`config.mk`:
```
export PLATFORM = sky130hd
export DESIGN_NAME = world_view_fetch_flat
export DESIGN_NICKNAME = d
export VERILOG_FILES = /design/src/rtl/world_view_fetch_if.sv /design/src/rtl/world_view_fetch.sv /design/src/flat_wrapper.sv
export SDC_FILE = /design/constraint.sdc
export NUM_CORES = 1
export LEC_CHECK = 0
export ABC_CLOCK_PERIOD_IN_PS = 3300
export CAP_MARGIN = 5
export CORE_MARGIN = 4
export CORE_UTILIZATION = 50
export CTS_CLUSTER_DIAMETER = 150
export CTS_CLUSTER_SIZE = 30
export DETAILED_ROUTE_END_ITERATION = 6
export DONT_BUFFER_PORTS = 1
export GPL_ROUTABILITY_DRIVEN = 0
export PLACE_DENSITY_LB_ADDON = 0.25
export SYNTH_ARGS = -nofsm -noshare
export SYNTH_HDL_FRONTEND = slang
export SYNTH_SLANG_ARGS = --single-unit
```
`constraint.sdc`:
```
create_clock -name clk -period 3.3 [get_ports clk]
set_clock_uncertainty 0.1 [all_clocks]
set_input_delay 0.33 -clock clk [delete_from_list [all_inputs] [get_ports clk]]
set_output_delay 0.33 -clock clk [all_outputs]
set_load 0.03 [all_outputs]
```
`src/rtl/world_view_fetch_if.sv`:
```
// World RAM read port: the fetcher is master (strobe/address), the RAM is slave (data).
interface world_view_fetch_if #(
  parameter int ADDR_W = 8
);
  logic              mem_rd;
  logic [ADDR_W-1:0] mem_addr;
  logic [4:0]        mem_rdata;

  modport master (output mem_rd, output mem_addr, input mem_rdata);
  modport slave  (input mem_rd, input mem_addr, output mem_rdata);
endinterface

```
`src/rtl/world_view_fetch.sv`:
```
// Fetches an NDIG-cell window of the world RAM once per refresh tick and commits it
// atomically to the packed digit bus; button pulses scroll the viewport with saturation.
module world_view_fetch #(
  parameter int W_COLS      = 16,
  parameter int H_ROWS      = 16,
  parameter int NDIG        = 8,
  parameter int ADDR_W      = 8,
  parameter int REFRESH_DIV = 50000
) (
  input  logic                 clk,
  input  logic                 rst,
  input  logic                 scroll_left,
  input  logic                 scroll_right,
  input  logic                 scroll_up,
  input  logic                 scroll_down,
  world_view_fetch_if.master   mem,
  output logic [5*NDIG-1:0]    cells,
  output logic                 frame_valid,
  output logic [ADDR_W-1:0]    view_x,
  output logic [ADDR_W-1:0]    view_y
);
  typedef enum logic [2:0] {S_IDLE, S_START, S_FETCH, S_DRAIN, S_COMMIT} state_t;
  typedef enum logic [1:0] {STEP_NONE, STEP_NEG, STEP_POS} step_t;

  localparam int DIV_W = (REFRESH_DIV > 1) ? $clog2(REFRESH_DIV) : 1;
  localparam int CNT_W = (NDIG > 1) ? $clog2(NDIG) : 1;
  localparam logic [DIV_W-1:0]  DIV_LAST = DIV_W'(REFRESH_DIV - 1);
  localparam logic [DIV_W-1:0]  DIV_ONE  = DIV_W'(1);
  localparam logic [CNT_W-1:0]  CNT_LAST = CNT_W'(NDIG - 1);
  localparam logic [CNT_W-1:0]  CNT_ONE  = CNT_W'(1);
  localparam logic [ADDR_W-1:0] A_ONE    = ADDR_W'(1);
  localparam logic [ADDR_W-1:0] X_MAX    = ADDR_W'(W_COLS - NDIG);
  localparam logic [ADDR_W-1:0] Y_MAX    = ADDR_W'(H_ROWS - 1);
  localparam logic [ADDR_W-1:0] PITCH    = ADDR_W'(W_COLS);

  state_t                 state_q, state_d;
  step_t                  dx_q, dx_d, dy_q, dy_d;
  logic [DIV_W-1:0]       div_q, div_d;
  logic [CNT_W-1:0]       cnt_q, cnt_d;
  logic [CNT_W-1:0]       cap_idx;
  logic [ADDR_W-1:0]      addr_q, addr_d;
  logic [ADDR_W-1:0]      vx_q, vx_d, vy_q, vy_d;
  logic [NDIG-1:0][4:0]   shadow_q, shadow_d, cells_q, cells_d;
  logic                   fv_q, fv_d;
  logic                   tick;

  always_comb begin
    tick     = (div_q == DIV_LAST);
    div_d    = tick ? '0 : div_q + DIV_ONE;
    state_d  = state_q;
    cnt_d    = cnt_q;
    cap_idx  = cnt_q - CNT_ONE;
    addr_d   = addr_q;
    vx_d     = vx_q;
    vy_d     = vy_q;
    dx_d     = dx_q;
    dy_d     = dy_q;
    shadow_d = shadow_q;
    cells_d  = cells_q;
    fv_d     = 1'b0;

    unique case (state_q)
      S_IDLE: if (tick) state_d = S_START;
      S_START: begin
        unique case (dx_q)
          STEP_NEG: if (vx_q != '0)  vx_d = vx_q - A_ONE;
          STEP_POS: if (vx_q < X_MAX) vx_d = vx_q + A_ONE;
          default: ;
        endcase
        unique case (dy_q)
          STEP_NEG: if (vy_q != '0)  vy_d = vy_q - A_ONE;
          STEP_POS: if (vy_q < Y_MAX) vy_d = vy_q + A_ONE;
          default: ;
        endcase
        dx_d    = STEP_NONE;
        dy_d    = STEP_NONE;
        addr_d  = vy_d * PITCH + vx_d;
        cnt_d   = '0;
        state_d = S_FETCH;
      end
      S_FETCH: begin
        // read data lags the strobe by one cycle, so capture trails the address by one slot
        if (cnt_q != '0) shadow_d[cap_idx] = mem.mem_rdata;
        if (cnt_q == CNT_LAST) begin
          state_d = S_DRAIN;
        end else begin
          cnt_d  = cnt_q + CNT_ONE;
          addr_d = addr_q + A_ONE;
        end
      end
      S_DRAIN: begin
        shadow_d[NDIG-1] = mem.mem_rdata;
        state_d          = S_COMMIT;
      end
      S_COMMIT: begin
        cells_d = shadow_q;
        fv_d    = 1'b1;
        state_d = S_IDLE;
      end
      default: state_d = S_IDLE;
    endcase

    // a pulse in the START cycle is newer than the one just consumed, so it stays pending
    if (scroll_left ^ scroll_right) dx_d = scroll_right ? STEP_POS : STEP_NEG;
    if (scroll_up ^ scroll_down)    dy_d = scroll_down  ? STEP_POS : STEP_NEG;
  end

  always_ff @(posedge clk) begin
    if (rst) begin
      state_q  <= S_IDLE;
      dx_q     <= STEP_NONE;
      dy_q     <= STEP_NONE;
      div_q    <= '0;
      cnt_q    <= '0;
      addr_q   <= '0;
      vx_q     <= '0;
      vy_q     <= '0;
      shadow_q <= '0;
      cells_q  <= '0;
      fv_q     <= 1'b0;
    end else begin
      state_q  <= state_d;
      dx_q     <= dx_d;
      dy_q     <= dy_d;
      div_q    <= div_d;
      cnt_q    <= cnt_d;
      addr_q   <= addr_d;
      vx_q     <= vx_d;
      vy_q     <= vy_d;
      shadow_q <= shadow_d;
      cells_q  <= cells_d;
      fv_q     <= fv_d;
    end
  end

  assign mem.mem_rd   = (state_q == S_FETCH);
  assign mem.mem_addr = addr_q;
  assign cells        = cells_q;
  assign frame_valid  = fv_q;
  assign view_x       = vx_q;
  assign view_y       = vy_q;
endmodule
```
`src/flat_wrapper.sv`:
```
// flat-port wrapper written by rule: the top's interface ports become plain ports
module world_view_fetch_flat 
#(
  parameter int W_COLS      = 16,
  parameter int H_ROWS      = 16,
  parameter int NDIG        = 8,
  parameter int ADDR_W      = 8,
  parameter int REFRESH_DIV = 50000
)
  (clk, rst, scroll_left, scroll_right, scroll_up, scroll_down, cells, frame_valid, view_x, view_y, mem_mem_rd, mem_mem_addr, mem_mem_rdata);
  world_view_fetch_if #(.ADDR_W(ADDR_W)) mem_i ();
  input  logic clk;
  input  logic rst;
  input  logic scroll_left;
  input  logic scroll_right;
  input  logic scroll_up;
  input  logic scroll_down;
  output logic [5*NDIG-1:0] cells;
  output logic frame_valid;
  output logic [ADDR_W-1:0] view_x;
  output logic [ADDR_W-1:0] view_y;
  output wire logic [$bits(mem_i.mem_rd)-1:0] mem_mem_rd;
  output wire logic [$bits(mem_i.mem_addr)-1:0] mem_mem_addr;
  input wire logic [$bits(mem_i.mem_rdata)-1:0] mem_mem_rdata;
  assign mem_mem_rd = mem_i.mem_rd;
  assign mem_mem_addr = mem_i.mem_addr;
  assign mem_i.mem_rdata = mem_mem_rdata;
  world_view_fetch #(.W_COLS(W_COLS), .H_ROWS(H_ROWS), .NDIG(NDIG), .ADDR_W(ADDR_W), .REFRESH_DIV(REFRESH_DIV)) u_core (.clk(clk), .rst(rst), .scroll_left(scroll_left), .scroll_right(scroll_right), .scroll_up(scroll_up), .scroll_down(scroll_down), .mem(mem_i), .cells(cells), .frame_valid(frame_valid), .view_x(view_x), .view_y(view_y));
endmodule
```
## Word-level counts from Yosys, hierarchy flattened

Index checks and enable logic that the tools add are counted.

| word-level totals | value |
|---|---|
| flip-flop bits (word level) | 131 |
| bits of input ports | 11 |
| output and inout bits | 66 |
| word-level logic and storage cells | 99 |

| cells by class | value |
|---|---|
| add/sub/neg operators | 9 |
| magnitude comparators | 4 |
| equality and inequality tests | 17 |
| multiplexer cells | 26 |
| bitwise operators | 2 |
| reduce and logical (&&, ||, !) cells | 15 |

Operator list:

| operator | number |
|---|---|
| 8-bit two-way mux | 7 |
| 8-bit case mux with 2 select lines | 3 |
| 40-bit bitwise mux | 1 |
| 40-bit two-way mux | 1 |
| 8-bit by 1-bit adder with 8-bit output (second input constant) | 3 |
| 16-bit by 1-bit adder with 16-bit output (second input constant) | 1 |
| 16-bit equality test (second input constant) | 1 |
| 8-bit by 4-bit < comparator with 1-bit output (second input constant) | 2 |
| 8-bit nonzero test | 2 |
| 8-bit by 1-bit subtractor with 8-bit output (second input constant) | 2 |
| 5-bit demux with 3-bit select | 1 |
| 3-bit case mux with 4 select lines | 1 |
| 2-bit two-way mux | 5 |
| 5-bit case mux with 2 select lines | 1 |
| 3-bit two-way mux | 3 |
| 3-bit by 2-bit != test with 1-bit output (second input constant) | 3 |
| 8-bit adder | 1 |
| 2-bit AND reduction | 4 |
| 2-bit nonzero test | 4 |
| 3-bit by 2-bit equality test with 1-bit output (second input constant) | 2 |
| 3-bit equality test (second input constant) | 2 |
| 2-bit by 1-bit != test with 1-bit output (second input constant) | 3 |
| 3-bit case mux with 2 select lines | 1 |
| 5-bit two-way mux | 1 |
| other kinds (15) | 18 |

## Depth between registers and ports, before layout

| depth | value |
|---|---|
| depth after elaboration | 8 |
| gate-level depth with buffers | 13 |
| depth with buffers taken out | 12 |

## Worst setup path before layout

OpenSTA, ideal clock, no wires.

| path | value |
|---|---|
| path kind | reg2reg |
| start point | register u_core.vy_q[0] (netlist: u_core.view_y[0]) |
| end point | register u_core.addr_q[7] (netlist: u_core.mem.mem_addr[7]) |
| setup time | 0.116 ns |
| arrival time | 2.874 ns |
| data required time | 3.084 ns |
| path slack | 0.210 ns |
| cell stages (with the launch flop) | 13 |
| path buffers | 0 |
| clock period less this slack | 3.090 ns |
| cells stage by stage | dfxtp_1 inv_1 ha_1 nor3b_1 a21o_1 mux2_2 o21ai_0 ha_1 a21o_1 a21oi_1 xnor2_1 o32ai_1 a41o_1 |

| on the way | value |
|---|---|
| word-level cells in the longest chain between the ends | 6 |
| elaborated cells between the ends (all ways) | 10 |
| classes of those cells | 3 x add/sub; 1 x order compare; 5 x mux; 1 x reduce/logical |

RTL lines:

| item | RTL line | RTL |
|---|---|---|
| from (decl) | world_view_fetch.sv:42 | `logic [ADDR_W-1:0] vx_q, vx_d, vy_q, vy_d;` |
| from (signal assigned) | world_view_fetch.sv:129 | `vy_q <= vy_d;` |
| 8-bit by 1-bit adder with 8-bit output, or another cell as far along | world_view_fetch.sv:72 | `STEP_POS: if (vy_q < Y_MAX) vy_d = vy_q + A_ONE;` |
| 8-bit two-way mux, on equally long branches | world_view_fetch.sv:72, world_view_fetch.sv:71 |  |
| 8-bit case mux with 2 select lines * | world_view_fetch.sv:70 | `unique case (dy_q)` |
| 8-bit two-way mux * | world_view_fetch.sv:62 | `unique case (state_q)` |
| 8-bit adder * | world_view_fetch.sv:77 | `addr_d = vy_d * PITCH + vx_d;` |
| 8-bit case mux with 2 select lines * | world_view_fetch.sv:62 |  |
| to (signal assigned) | world_view_fetch.sv:127 | `addr_q <= addr_d;` |
| to (decl) | world_view_fetch.sv:41 | `logic [ADDR_W-1:0] addr_q, addr_d;` |

Every way passes the cells marked *; elsewhere a longest branch is shown, timed or not. The select of a mux whose other input is x is not followed.
A chain may end at the register's enable or synchronous reset.

## Worst setup path after layout

| path | value |
|---|---|
| start point | register u_core.vx_q[4] (netlist: u_core.view_x[4]) |
| end point | register u_core.addr_q[7] (netlist: u_core.mem.mem_addr[7]) |

| on the way | value |
|---|---|
| word-level cells in the longest chain between the ends | 6 |
| elaborated cells between the ends (all ways) | 10 |
| classes of those cells | 3 x add/sub; 1 x order compare; 5 x mux; 1 x reduce/logical |

RTL lines:

| item | RTL line | RTL |
|---|---|---|
| from (decl) | world_view_fetch.sv:42 |  |
| from (signal assigned) | world_view_fetch.sv:128 | `vx_q <= vx_d;` |
| 8-bit by 1-bit adder with 8-bit output, or another cell as far along | world_view_fetch.sv:67 | `STEP_POS: if (vx_q < X_MAX) vx_d = vx_q + A_ONE;` |
| 8-bit two-way mux, on equally long branches | world_view_fetch.sv:67, world_view_fetch.sv:66 |  |
| 8-bit case mux with 2 select lines * | world_view_fetch.sv:65 | `unique case (dx_q)` |
| 8-bit two-way mux * | world_view_fetch.sv:62 |  |
| 8-bit adder * | world_view_fetch.sv:77 |  |
| 8-bit case mux with 2 select lines * | world_view_fetch.sv:62 |  |

Marked as above.

==> results.json <==
{
  "crit-reg2reg-launch": "u_core.view_x[4]",
  "clock_path_buffers": 2,
  "ys_warn_count": 0,
  "postRouteAntennaNets": 0,
  "stdcell_area_um2": 6802,
  "grt-ovfl-total": 0,
  "rrSetupSlack_ns": 0.29,
  "cpMaxStageDelayCell": "nor4_1",
  "fin_crit_ns": 3.006,
  "crit_type": "reg -> reg",
  "worst_slew_pin_slew_ns": 0.7152,
  "rows": 39,
  "final_max_slew_viol_count": 0,
  "area_growth_pct": 12.41,
  "fin_ws_ns": 0.2936,
  "dieHeight_um": 118.0,
  "drt-total-wl_um": 14070,
  "hold_path_class": "in -> reg",
  "drc_errors": 0,
  "drive_above_1_share": 0.09227,
  "syn_area_per_cell_um2": 8.334,
  "synth_flop_cell": "dfxtp_1",
  "crit_arrival_ns": 3.22,
  "cts.sinks": 131,
  "peakVddDrop_uv": 347.6,
  "ys_seq_area_frac": 0.4334,
  "numCtsBuffers": 17,
  "fp.dieArea_um2": 13930,
  "yosys.cell_types.count": 66,
  "crit_fanout": 10,
  "crit_family": "compound AO/OA/AOI/OAI gates",
  "syn_inst": 726,
  "first_pass_iters": 5,
  "status": "finished, final reports clean",
  "post_dp_cell_area_um2": 6173,
  "synth_area_um2": 6051,
  "clk_latency_ns": 0.42,
  "place_ws_ns": 0.3869,
  "post_cts_buffers": 0,
  "max_stage_delay_ns": 0.68,
  "cts-root-buf": "clkbuf_16",
  "grtUsageTotal": 0.2076,
  "synth_edf_count": 0,
  "cp-end-kind": "flip-flop",
  "relSlewSlack": 0.5188,
  "antenna_found_initial": 0,
  "power.density_nw_per_um2": 503.5,
  "port_buffers": 0,
  "hold_start": "mem_mem_rdata[1]",
  "hold_end": "u_core.shadow_q[11]",
  "rsz0062_at_grt": "no",
  "synth_fp_nets": 761,
  "start_util": 0.5210,
  "r2r-end": "u_core.mem.mem_addr[7]",
  "cp_data_required_time_ns": 3.51,
  "hold_violations": 0,
  "hold_depth": 2,
  "wl_per_cell_um": 15.99,
  "cp.buffers_inverters": 0,
  "clkTransAtPathRegs_ns": 0.06,
  "via_count": 5019,
  "cts_tree": "done",
  "die_w_um": 118.0,
  "ys_seq_elements": 131,
  "htreeDepth": 4,
  "fin_nets": 762,
  "start_kind": "flip-flop",
  "final_cell_mix": "131 x dfxtp_1, 121 x nand2_1, 92 x nor2_1",
  "fmax_ghz": 0.3326,
  "setup_violations": 0,
  "grt_pass1_vias": 4779,
  "reg2reg_depth": 9,
  "grt_max_degree": 113,
  "finalCritPeriodShare": 0.9110,
  "drt_iter0_drc": 439,
  "async_flop_share": 0,
  "layout_commonest_cell": "dfxtp_1",
  "setup_tns_ns": 0,
  "viasPerCell": 5.703,
  "grt_pass1_wl_um": 23740,
  "io_pins": 77,
  "p_leak_nw": 2.700,
  "cap_violations": 0,
  "path_cells": "nor4_1 -> a31o_2 -> o21ai_0 -> ha_1 -> a21o_1 -> a21oi_1 -> xnor2_1 -> o32ai_1 -> a41o_1",
  "hold_ws_ns": 0.007357,
  "core-area_um2": 11610,
  "dp_hpwl_um": 9557,
  "antenna_cells": 0
}
==> synth_stat cells (4+ instances only) <==
library cell  number  area, um^2
o21ai_0           24       120.1
a21oi_1           76       380.4
clkbuf_1          30       112.6
nor2_1            92       345.3
buf_2              9       45.04
nand2_1          121       454.2
mux2i_1           44       440.4
buf_6              5       56.30
xnor2_1           10       87.58
xor2_1             8       70.07
ha_1              23       287.8
nand3_1           20       100.1
dfxtp_1          131        2623
nor4_1             4       25.02
a31oi_1            5       31.28
a211oi_1           5       37.54
and3_1             5       31.28
or3_1              7       43.79
inv_1             23       86.33
nor3_1            17       85.08
==> state kept, by name, indices dropped and copies added (netlist names) <==
| signal | cells |
|---|---|
| u_core.cells | 40 |
| u_core.shadow_q | 40 |
| u_core.view_y | 8 |
| u_core.dx_q | 2 |
| u_core.dy_q | 2 |
| u_core.view_x | 8 |
| u_core.state_q | 3 |
| u_core.div_q | 16 |
| u_core.mem.mem_addr | 8 |
| u_core.cnt_q | 3 |
| u_core.frame_valid | 1 |
==> cell type report <==
cell class | instances | area [um^2]
clock inverter | 9 | 83.83
tap | 143 | 178.9
timing repair buffer | 29 | 250.2
clock buffer | 20 | 466.7
sequential | 131 | 2623
inverter | 24 | 92.59
multi-input combinational | 524 | 3107
fill | 1007 | 4812
==> layer usage <==
layer  GRT usage  share of wire  vias to the layer above
met2      0.3360           0.49                      136
li1            -              -                     2483
met4     0.07546          0.018                        0
met1      0.2634           0.44                     2371
met5           0              0                        -
met3     0.06055          0.059                       29
==> report_power, final <==
group / internal [mW] / switching, mW
Clock: 1.08 / 0.660
Sequential: 1.59 / 0.00422
Combinational: 0.0313 / 0.0646
==> kinds of logic (layout without fill, tap and decap cells) <==
group | after synthesis | count (layout) | share of synthesized area
compound gates | 139 | 139 | 0.1342
xor+xnor | 18 | 18 | 0.02605
fa+ha+maj | 24 | 24 | 0.05087
buf+inv | 71 | 82 | 0.05314
flops | 131 | 131 | 0.4334
mux | 45 | 45 | 0.07465
simple gates | 298 | 298 | 0.2277
==> stage by stage <==
| step | power [mW] | instances | utilization |
|---|---|---|---|
| 5_1_grt | 3.538 | 880 | 0.5857 |
| 4_1_cts | 3.450 | 880 | 0.5857 |
| 3_5_place_dp | 1.685 | 845 | 0.5316 |
| 6_report | 3.425 | 880 | 0.5857 |
| 3_3_place_gp | 1.682 | 845 | 0.5316 |
| 2_1_floorplan | 1.696 | 726 | - |
==> repair_timing <==
action / CTS / global route
gates resized for setup: 0 / 0
hold buffers: 6 / 0
hold endpoints to repair: 112 / 0
==> how the worst max path moves through the flow <==
stage	from	end	slack [ns]	depth (start not counted)
after floorplan	u_core.view_y[0]	u_core.mem.mem_addr[7]	0.21	12
after global placement	u_core.view_x[4]	u_core.mem.mem_addr[7]	0.48	9
after CTS	u_core.view_x[4]	u_core.mem.mem_addr[7]	0.36	9
after detailed placement	u_core.view_x[4]	u_core.mem.mem_addr[7]	0.39	9
final	u_core.view_x[4]	u_core.mem.mem_addr[7]	0.29	9
after global routing	u_core.view_x[4]	u_core.mem.mem_addr[7]	0.09	9
Power figures use the tool's default switching activity.
